--- src/rtl/fetch_branch_ctrl_if.sv ---
// rtl/fetch_branch_ctrl_if.sv - PC / instruction memory / decode bundle for fetch_branch_ctrl
interface fetch_branch_ctrl_if #(
  parameter int AW    = 8,
  parameter int IW    = 16,
  parameter int CNT_W = 8
);
  logic [AW-1:0]    addr;
  logic             imem_rd_en;
  logic [AW-1:0]    imem_addr;
  logic [IW-1:0]    imem_data;
  logic             flag_zero;
  logic [IW-1:0]    instr_out;
  logic             instr_valid;
  logic             id_ready;
  logic             stop;
  logic             pc_wr;
  logic             if_ban;
  logic [AW-1:0]    jump;
  logic [CNT_W-1:0] taken_cnt;

  modport master (
    input  addr, imem_data, flag_zero, id_ready,
    output imem_rd_en, imem_addr, instr_out, instr_valid,
           stop, pc_wr, if_ban, jump, taken_cnt
  );

  modport slave (
    output addr, imem_data, flag_zero, id_ready,
    input  imem_rd_en, imem_addr, instr_out, instr_valid,
           stop, pc_wr, if_ban, jump, taken_cnt
  );
endinterface

--- src/rtl/fetch_branch_ctrl.sv ---
// rtl/fetch_branch_ctrl.sv - fetch FSM resolving JMP/BEQ/BNE/HALT locally, issuing the rest to decode
module fetch_branch_ctrl #(
  parameter int AW    = 8,
  parameter int IW    = 16,
  parameter int CNT_W = 8
) (
  input logic          clk,
  input logic          rst,
  fetch_branch_ctrl_if.master bus
);
  typedef enum logic [2:0] {FETCH, WAIT, ISSUE, REDIRECT, HALTED} state_t;

  state_t     state;
  logic [3:0] opcode;
  logic       is_branch;
  logic       branch_taken;

  assign opcode       = bus.imem_data[IW-1 -: 4];
  assign is_branch    = (opcode == 4'hD) || (opcode == 4'hE);
  assign branch_taken = ((opcode == 4'hD) && bus.flag_zero) ||
                        ((opcode == 4'hE) && !bus.flag_zero);

  // The memory is synchronous, so the read strobe must be live in the FETCH cycle itself.
  assign bus.imem_rd_en = !rst && (state == FETCH);
  assign bus.imem_addr  = bus.addr;

  // stop reacts to id_ready and to the word being decoded, so it cannot wait a cycle.
  always_comb begin
    bus.stop = 1'b1;
    if (!rst) begin
      case (state)
        WAIT:     bus.stop = !(is_branch && !branch_taken);
        ISSUE:    bus.stop = !bus.id_ready;
        REDIRECT: bus.stop = 1'b0;
        default:  bus.stop = 1'b1;
      endcase
    end
  end

  always_ff @(posedge clk) begin
    if (rst) begin
      state           <= FETCH;
      bus.instr_out   <= '0;
      bus.instr_valid <= 1'b0;
      bus.pc_wr       <= 1'b0;
      bus.if_ban      <= 1'b0;
      bus.jump        <= '0;
      bus.taken_cnt   <= '0;
    end else begin
      case (state)
        FETCH: begin
          state <= WAIT;
        end
        WAIT: begin
          case (opcode)
            4'hC: begin
              state      <= REDIRECT;
              bus.pc_wr  <= 1'b1;
              bus.if_ban <= 1'b0;
              bus.jump   <= AW'(bus.imem_data[7:0]);
            end
            4'hD, 4'hE: begin
              if (branch_taken) begin
                state      <= REDIRECT;
                bus.pc_wr  <= 1'b1;
                bus.if_ban <= 1'b1;
                bus.jump   <= AW'(bus.imem_data[7:0]);
              end else begin
                state <= FETCH;
              end
            end
            4'hF: begin
              state <= HALTED;
            end
            default: begin
              state           <= ISSUE;
              bus.instr_out   <= bus.imem_data;
              bus.instr_valid <= 1'b1;
            end
          endcase
        end
        ISSUE: begin
          if (bus.id_ready) begin
            state           <= FETCH;
            bus.instr_valid <= 1'b0;
          end
        end
        REDIRECT: begin
          state     <= FETCH;
          bus.pc_wr <= 1'b0;
          if (bus.taken_cnt != {CNT_W{1'b1}})
            bus.taken_cnt <= bus.taken_cnt + 1'b1;
        end
        default: begin
          state <= HALTED;
        end
      endcase
    end
  end
endmodule
--- src/flat_wrapper.sv ---
// flat-port wrapper written by rule: the top's interface ports become plain ports
module fetch_branch_ctrl_flat 
#(
  parameter int AW    = 8,
  parameter int IW    = 16,
  parameter int CNT_W = 8
)
  (clk, rst, bus_addr, bus_imem_data, bus_flag_zero, bus_id_ready, bus_imem_rd_en, bus_imem_addr, bus_instr_out, bus_instr_valid, bus_stop, bus_pc_wr, bus_if_ban, bus_jump, bus_taken_cnt);
  fetch_branch_ctrl_if #(.AW(AW), .IW(IW), .CNT_W(CNT_W)) bus_i ();
  input logic clk;
  input logic rst;
  input wire logic [$bits(bus_i.addr)-1:0] bus_addr;
  input wire logic [$bits(bus_i.imem_data)-1:0] bus_imem_data;
  input wire logic [$bits(bus_i.flag_zero)-1:0] bus_flag_zero;
  input wire logic [$bits(bus_i.id_ready)-1:0] bus_id_ready;
  output wire logic [$bits(bus_i.imem_rd_en)-1:0] bus_imem_rd_en;
  output wire logic [$bits(bus_i.imem_addr)-1:0] bus_imem_addr;
  output wire logic [$bits(bus_i.instr_out)-1:0] bus_instr_out;
  output wire logic [$bits(bus_i.instr_valid)-1:0] bus_instr_valid;
  output wire logic [$bits(bus_i.stop)-1:0] bus_stop;
  output wire logic [$bits(bus_i.pc_wr)-1:0] bus_pc_wr;
  output wire logic [$bits(bus_i.if_ban)-1:0] bus_if_ban;
  output wire logic [$bits(bus_i.jump)-1:0] bus_jump;
  output wire logic [$bits(bus_i.taken_cnt)-1:0] bus_taken_cnt;
  assign bus_i.addr = bus_addr;
  assign bus_i.imem_data = bus_imem_data;
  assign bus_i.flag_zero = bus_flag_zero;
  assign bus_i.id_ready = bus_id_ready;
  assign bus_imem_rd_en = bus_i.imem_rd_en;
  assign bus_imem_addr = bus_i.imem_addr;
  assign bus_instr_out = bus_i.instr_out;
  assign bus_instr_valid = bus_i.instr_valid;
  assign bus_stop = bus_i.stop;
  assign bus_pc_wr = bus_i.pc_wr;
  assign bus_if_ban = bus_i.if_ban;
  assign bus_jump = bus_i.jump;
  assign bus_taken_cnt = bus_i.taken_cnt;
  fetch_branch_ctrl #(.AW(AW), .IW(IW), .CNT_W(CNT_W)) u_core (.clk(clk), .rst(rst), .bus(bus_i));
endmodule
--- config.mk ---
export PLATFORM = sky130hd
export DESIGN_NAME = fetch_branch_ctrl_flat
export DESIGN_NICKNAME = d
export VERILOG_FILES = /design/src/rtl/fetch_branch_ctrl_if.sv /design/src/rtl/fetch_branch_ctrl.sv /design/src/flat_wrapper.sv
export SDC_FILE = /design/constraint.sdc
export NUM_CORES = 1
export LEC_CHECK = 0
export BUFFER_PORTS_ARGS = -buffer_cell sky130_fd_sc_hd__clkbuf_2
export CELL_PAD_IN_SITES_DETAIL_PLACEMENT = 0
export CELL_PAD_IN_SITES_GLOBAL_PLACEMENT = 1
export CORE_ASPECT_RATIO = 0.5
export CORE_MARGIN = 3
export CORE_UTILIZATION = 31
export DETAILED_ROUTE_END_ITERATION = 16
export GPL_TIMING_DRIVEN = 0
export PLACE_DENSITY_LB_ADDON = 0.12
export SLEW_MARGIN = 20
export SYNTH_ARGS = -nofsm -noshare
export SYNTH_HDL_FRONTEND = slang
export SYNTH_SLANG_ARGS = --single-unit
export TNS_END_PERCENT = 50
--- constraint.sdc ---
create_clock -name clk -period 1.4 [get_ports clk]
set_input_delay 0.07 -clock clk [delete_from_list [all_inputs] [get_ports clk]]
set_output_delay 0.07 -clock clk [all_outputs]
set_load 0.05 [all_outputs]
==> impl_metrics.prom <==
# TYPE chip_impl_metric gauge
chip_impl_metric{name="synthToLayoutAreaGrowth",unit="%"} 39.0
chip_impl_metric{name="multiInputGateArea",unit="um2"} 932
chip_impl_metric{name="detailedRoute.firstIterationViolations",unit=""} 47
chip_impl_metric{name="antenna_violations_before_repair",unit=""} 0
chip_impl_info{name="hp-start",value="bus_imem_data[8]"} 1
chip_impl_metric{name="floorplan.die.width",unit="um"} 113
chip_impl_info{name="path_class",value="reg2out"} 1
chip_impl_metric{name="number_of_cells_produced_by_synthesis",unit=""} 201
chip_impl_metric{name="chipHeight",unit="um"} 59.7
chip_impl_metric{name="cts.clk_slew.worst_paths",unit="ps"} 60
chip_impl_metric{name="p_leak",unit="nW"} 1.04
chip_impl_metric{name="cap_viol_max_count",unit=""} 0
chip_impl_info{name="crit_path_cell_trace",value="buf_6 > nor4_2 > clkbuf_8"} 1
chip_impl_metric{name="placed_area",unit="um2"} 2230
chip_impl_metric{name="grt_util_all_layers",unit=""} 0.148
chip_impl_metric{name="grt_overflow_total",unit=""} 0
chip_impl_metric{name="total_power",unit="mW"} 3.01
chip_impl_metric{name="finalCriticalPeriod",unit="ps"} 1400
chip_impl_metric{name="route.detailed.drc",unit=""} 0
chip_impl_metric{name="clk_latency",unit="ps"} 280
chip_impl_metric{name="critical_path_cell_count",unit=""} 3
chip_impl_metric{name="dp_hpwl",unit="mm"} 3.43
chip_impl_metric{name="grt_pass1_vias",unit=""} 1735
chip_impl_info{name="top_layer",value="met4"} 1
chip_impl_metric{name="synth-edff-count",unit=""} 0
chip_impl_metric{name="final_layout_size_suffix_gt1_frac",unit=""} 0.404
chip_impl_metric{name="finClkSkew",unit="ps"} 2.36
chip_impl_metric{name="timing.reg2reg.worst_path_depth",unit=""} 5
chip_impl_metric{name="timing.critical_path.fanout_max",unit=""} 10
chip_impl_info{name="failing_checks",value="setup timing"} 1
chip_impl_metric{name="cts_made_buffers",unit=""} 5
chip_impl_metric{name="post_cts_hold_buffer_count",unit=""} 0
chip_impl_metric{name="synth_cell_type_count",unit=""} 38
chip_impl_metric{name="first_pass_iters",unit=""} 4
chip_impl_metric{name="finalCritPeriodShare",unit=""} 1.00
chip_impl_metric{name="worst_ir_drop_vdd",unit="uV"} 553
chip_impl_metric{name="avgSynthCellArea",unit="um2"} 8.90
chip_impl_metric{name="timing.final.setup_violations",unit=""} 1
chip_impl_metric{name="insertedDiodeCount",unit=""} 0
chip_impl_info{name="cts.root.buffer_cell",value="sky130_fd_sc_hd__clkbuf_16"} 1
chip_impl_metric{name="area.sequential",unit="um2"} 778
chip_impl_metric{name="worst_slew_pin_slew",unit="ps"} 577
chip_impl_info{name="critical_path_start_type",value="flop"} 1
chip_impl_metric{name="met3_length",unit="um"} 324
chip_impl_metric{name="fill_cells",unit=""} 514
chip_impl_info{name="hold_path_class",value="in2reg"} 1
chip_impl_metric{name="synth_area",unit="um2"} 1790
chip_impl_metric{name="std_cell_rows",unit=""} 18
chip_impl_info{name="tritoncts_clock_tree",value="yes"} 1
chip_impl_metric{name="drt-total-wl",unit="mm"} 4.81
chip_impl_metric{name="via_count",unit=""} 1746
chip_impl_info{name="run_status",value="finished, violations left"} 1
chip_impl_metric{name="crit_path_max_incr_delay",unit="ps"} 340
chip_impl_metric{name="design.core.area",unit="um2"} 5250
chip_impl_metric{name="cells_after_dpl",unit=""} 335
chip_impl_info{name="synth_flop_cell",value="sky130_fd_sc_hd__dfxtp_1"} 1
chip_impl_info{name="critical-path-top-delay-family",value="buffers and inverters"} 1
chip_impl_info{name="setup_repair_after_global_routing_missed_its_margin",value="true"} 1
chip_impl_metric{name="hold_violations",unit=""} 0
chip_impl_metric{name="drt-met1-wl",unit="mm"} 2.38
chip_impl_metric{name="met2WireLength",unit="mm"} 2.08
chip_impl_metric{name="io_buffer_count",unit=""} 64
chip_impl_metric{name="max_slew_violation_count",unit=""} 0
chip_impl_metric{name="ctsLongestPathBuffers",unit=""} 2
chip_impl_metric{name="crit_buf_inv",unit=""} 2
chip_impl_metric{name="synth-async-reset-ratio",unit=""} 0
chip_impl_metric{name="worst_ep_required_time",unit="ps"} 1330
chip_impl_metric{name="grt_pass1_wl",unit="mm"} 8.00
chip_impl_info{name="regToRegStartpoint",value="u_core.state[0]$_SDFFE_PP0P_"} 1
chip_impl_metric{name="layoutNonFillerInstCount",unit=""} 347
chip_impl_metric{name="fin_ws",unit="ps"} -2.92
chip_impl_info{name="crit_start",value="u_core.state[2]$_SDFFE_PP0P_"} 1
chip_impl_metric{name="num_io_pins",unit=""} 73
chip_impl_metric{name="yosys_warnings",unit=""} 0
chip_impl_metric{name="ctsHtreeMaxLevel",unit=""} 2
chip_impl_metric{name="number_of_cells_on_the_worst_hold_path",unit=""} 3
chip_impl_metric{name="start_util",unit=""} 0.341
chip_impl_info{name="crit_path_end_kind",value="output pin"} 1
chip_impl_metric{name="finish.instance_area",unit="um2"} 2490
chip_impl_metric{name="power_density",unit="nW/um2"} 1210
chip_impl_metric{name="cts.sinks",unit=""} 38
chip_impl_metric{name="worst_slew_slack_as_a_fraction_of_its_limit",unit=""} 0.615
chip_impl_metric{name="largest_net_degree_at_the_start_of_global_routing",unit=""} 12
chip_impl_info{name="worst_path_max_delay_cell",value="sky130_fd_sc_hd__dfxtp_2"} 1
chip_impl_metric{name="antenna_violating_nets_post_route",unit=""} 0
chip_impl_metric{name="avgRoutedWirePerCell",unit="um"} 13.9
chip_impl_metric{name="ys_seq_area_frac",unit=""} 0.425
chip_impl_metric{name="die_area",unit="um2"} 6770
chip_impl_metric{name="synthesis.nets",unit=""} 230
chip_impl_metric{name="place_congestion",unit=""} 0.762
chip_impl_metric{name="viasPerCell",unit=""} 5.03
chip_impl_metric{name="worstPathArrival",unit="ps"} 1330
chip_impl_metric{name="design.final.nets",unit=""} 305
chip_impl_metric{name="maxClockFrequency",unit="MHz"} 713
chip_impl_metric{name="synthesized_flop_and_latch_total",unit=""} 38
[layout by cell type, fill, tap and decap left out, drive strengths merged, types with 3 or more instances in the layout]
cell / n
buf: 20
nor3: 8
and3: 3
a21oi: 21
nand3: 16
mux2i: 10
and4: 4
nor4: 3
dfxtp: 38
a31oi: 3
nor2: 6
nand2b: 18
o21ai: 16
nand2: 4
a211oi: 4
clkbuf: 79
[path summary, 6_finish.rpt]
check	endpoint	slack (ps)
worst max-delay path	bus_imem_rd_en	-3
worst min register to register	u_core.bus.jump[7]$_SDFFE_PP0P_	470
worst min-delay path	u_core.bus.instr_out[8]$_SDFFE_PP0P_	20
worst max register to register	u_core.state[2]$_SDFFE_PP0P_	10
[worst register-to-register path: cells and delay by family (launching register included)]
kind,cells,cell delay [ps]
AO/OA/AOI/OAI,2,380
buffers and inverters,2,350
flip-flops,1,320
AND/OR/NAND/NOR,1,240
[metal layers]
| metal | track usage | up-vias |
|---|---|---|
| met5 | 0 | - |
| met4 | 0.0360 | 0 |
| met3 | 0.0455 | 4 |
| met2 | 0.245 | 51 |
| met1 | 0.192 | 808 |
| li1 | - | 883 |
[flip-flops by register name, indices dropped and copies added, names as in the netlist]
register,count
u_core.state,3
u_core.bus.jump,8
u_core.bus.if_ban,1
u_core.bus.taken_cnt,8
u_core.bus.instr_valid,1
u_core.bus.pc_wr,1
u_core.bus.instr_out,16
[metrics by stage]
stage	TNS [ps]	hold WS (ps)	util	setup WS, ps
2_1_floorplan	-132	186	-	-132
3_3_place_gp	-2390	304	0.425	-150
3_5_place_dp	-3890	313	0.425	-246
5_1_grt	-599	38.3	0.474	-86.8
6_report	-2.92	17.9	0.474	-2.92
4_1_cts	-726	17.5	0.464	-74.7
[power by group]
group          switching, mW  total [mW]  internal (mW)
logic                  0.415       0.612          0.198
clock network          0.425        1.23          0.806
registers             0.0325        1.16           1.13
total                  0.872        3.01           2.14
[logic make-up after synthesis]
logic type,share of synthesized area
AND/OR/NAND/NOR,0.255
buffers and inverters,0.0783
AO/OA/AOI/OAI,0.172
adder cells (fa/ha/maj),0.00699
flip-flops,0.425
multiplexers,0.0622
[synthesized netlist by cell type (3+ instances only)]
library cell	n	area (um2)
sky130_fd_sc_hd__nand2_1	4	15.0
sky130_fd_sc_hd__buf_2	3	15.0
sky130_fd_sc_hd__nor4_1	3	18.8
sky130_fd_sc_hd__mux2i_1	10	100
sky130_fd_sc_hd__and3_1	3	18.8
sky130_fd_sc_hd__nand2b_1	18	113
sky130_fd_sc_hd__and4_1	4	35.0
sky130_fd_sc_hd__dfxtp_1	38	761
sky130_fd_sc_hd__clkbuf_1	8	30.0
sky130_fd_sc_hd__o21ai_0	16	80.1
sky130_fd_sc_hd__a31oi_1	3	18.8
sky130_fd_sc_hd__a211oi_1	4	30.0
sky130_fd_sc_hd__nor3_1	8	40.0
sky130_fd_sc_hd__nor2_1	6	22.5
sky130_fd_sc_hd__a21oi_1	21	105
sky130_fd_sc_hd__buf_4	10	75.1
sky130_fd_sc_hd__nand3_1	16	80.1
[cell type report]
| type | instances | share of cell area |
|---|---|---|
| multi-input cells | 139 | 0.375 |
| flip-flops and latches | 38 | 0.313 |
| repair buffers | 69 | 0.148 |
| clock buffers | 8 | 0.0669 |
| plain buffers | 22 | 0.0599 |
| well taps | 70 | 0.0352 |
| inverters | 1 | 0.00151 |
[timing repair]
action | CTS | global route
resized for setup | 7 | 17
gates cloned | 0 | 0
setup endpoints to repair | 26 | 30
pin swaps | 0 | 2
setup buffers | 2 | 3
Note: power is estimated with default switching activity, not from simulation.
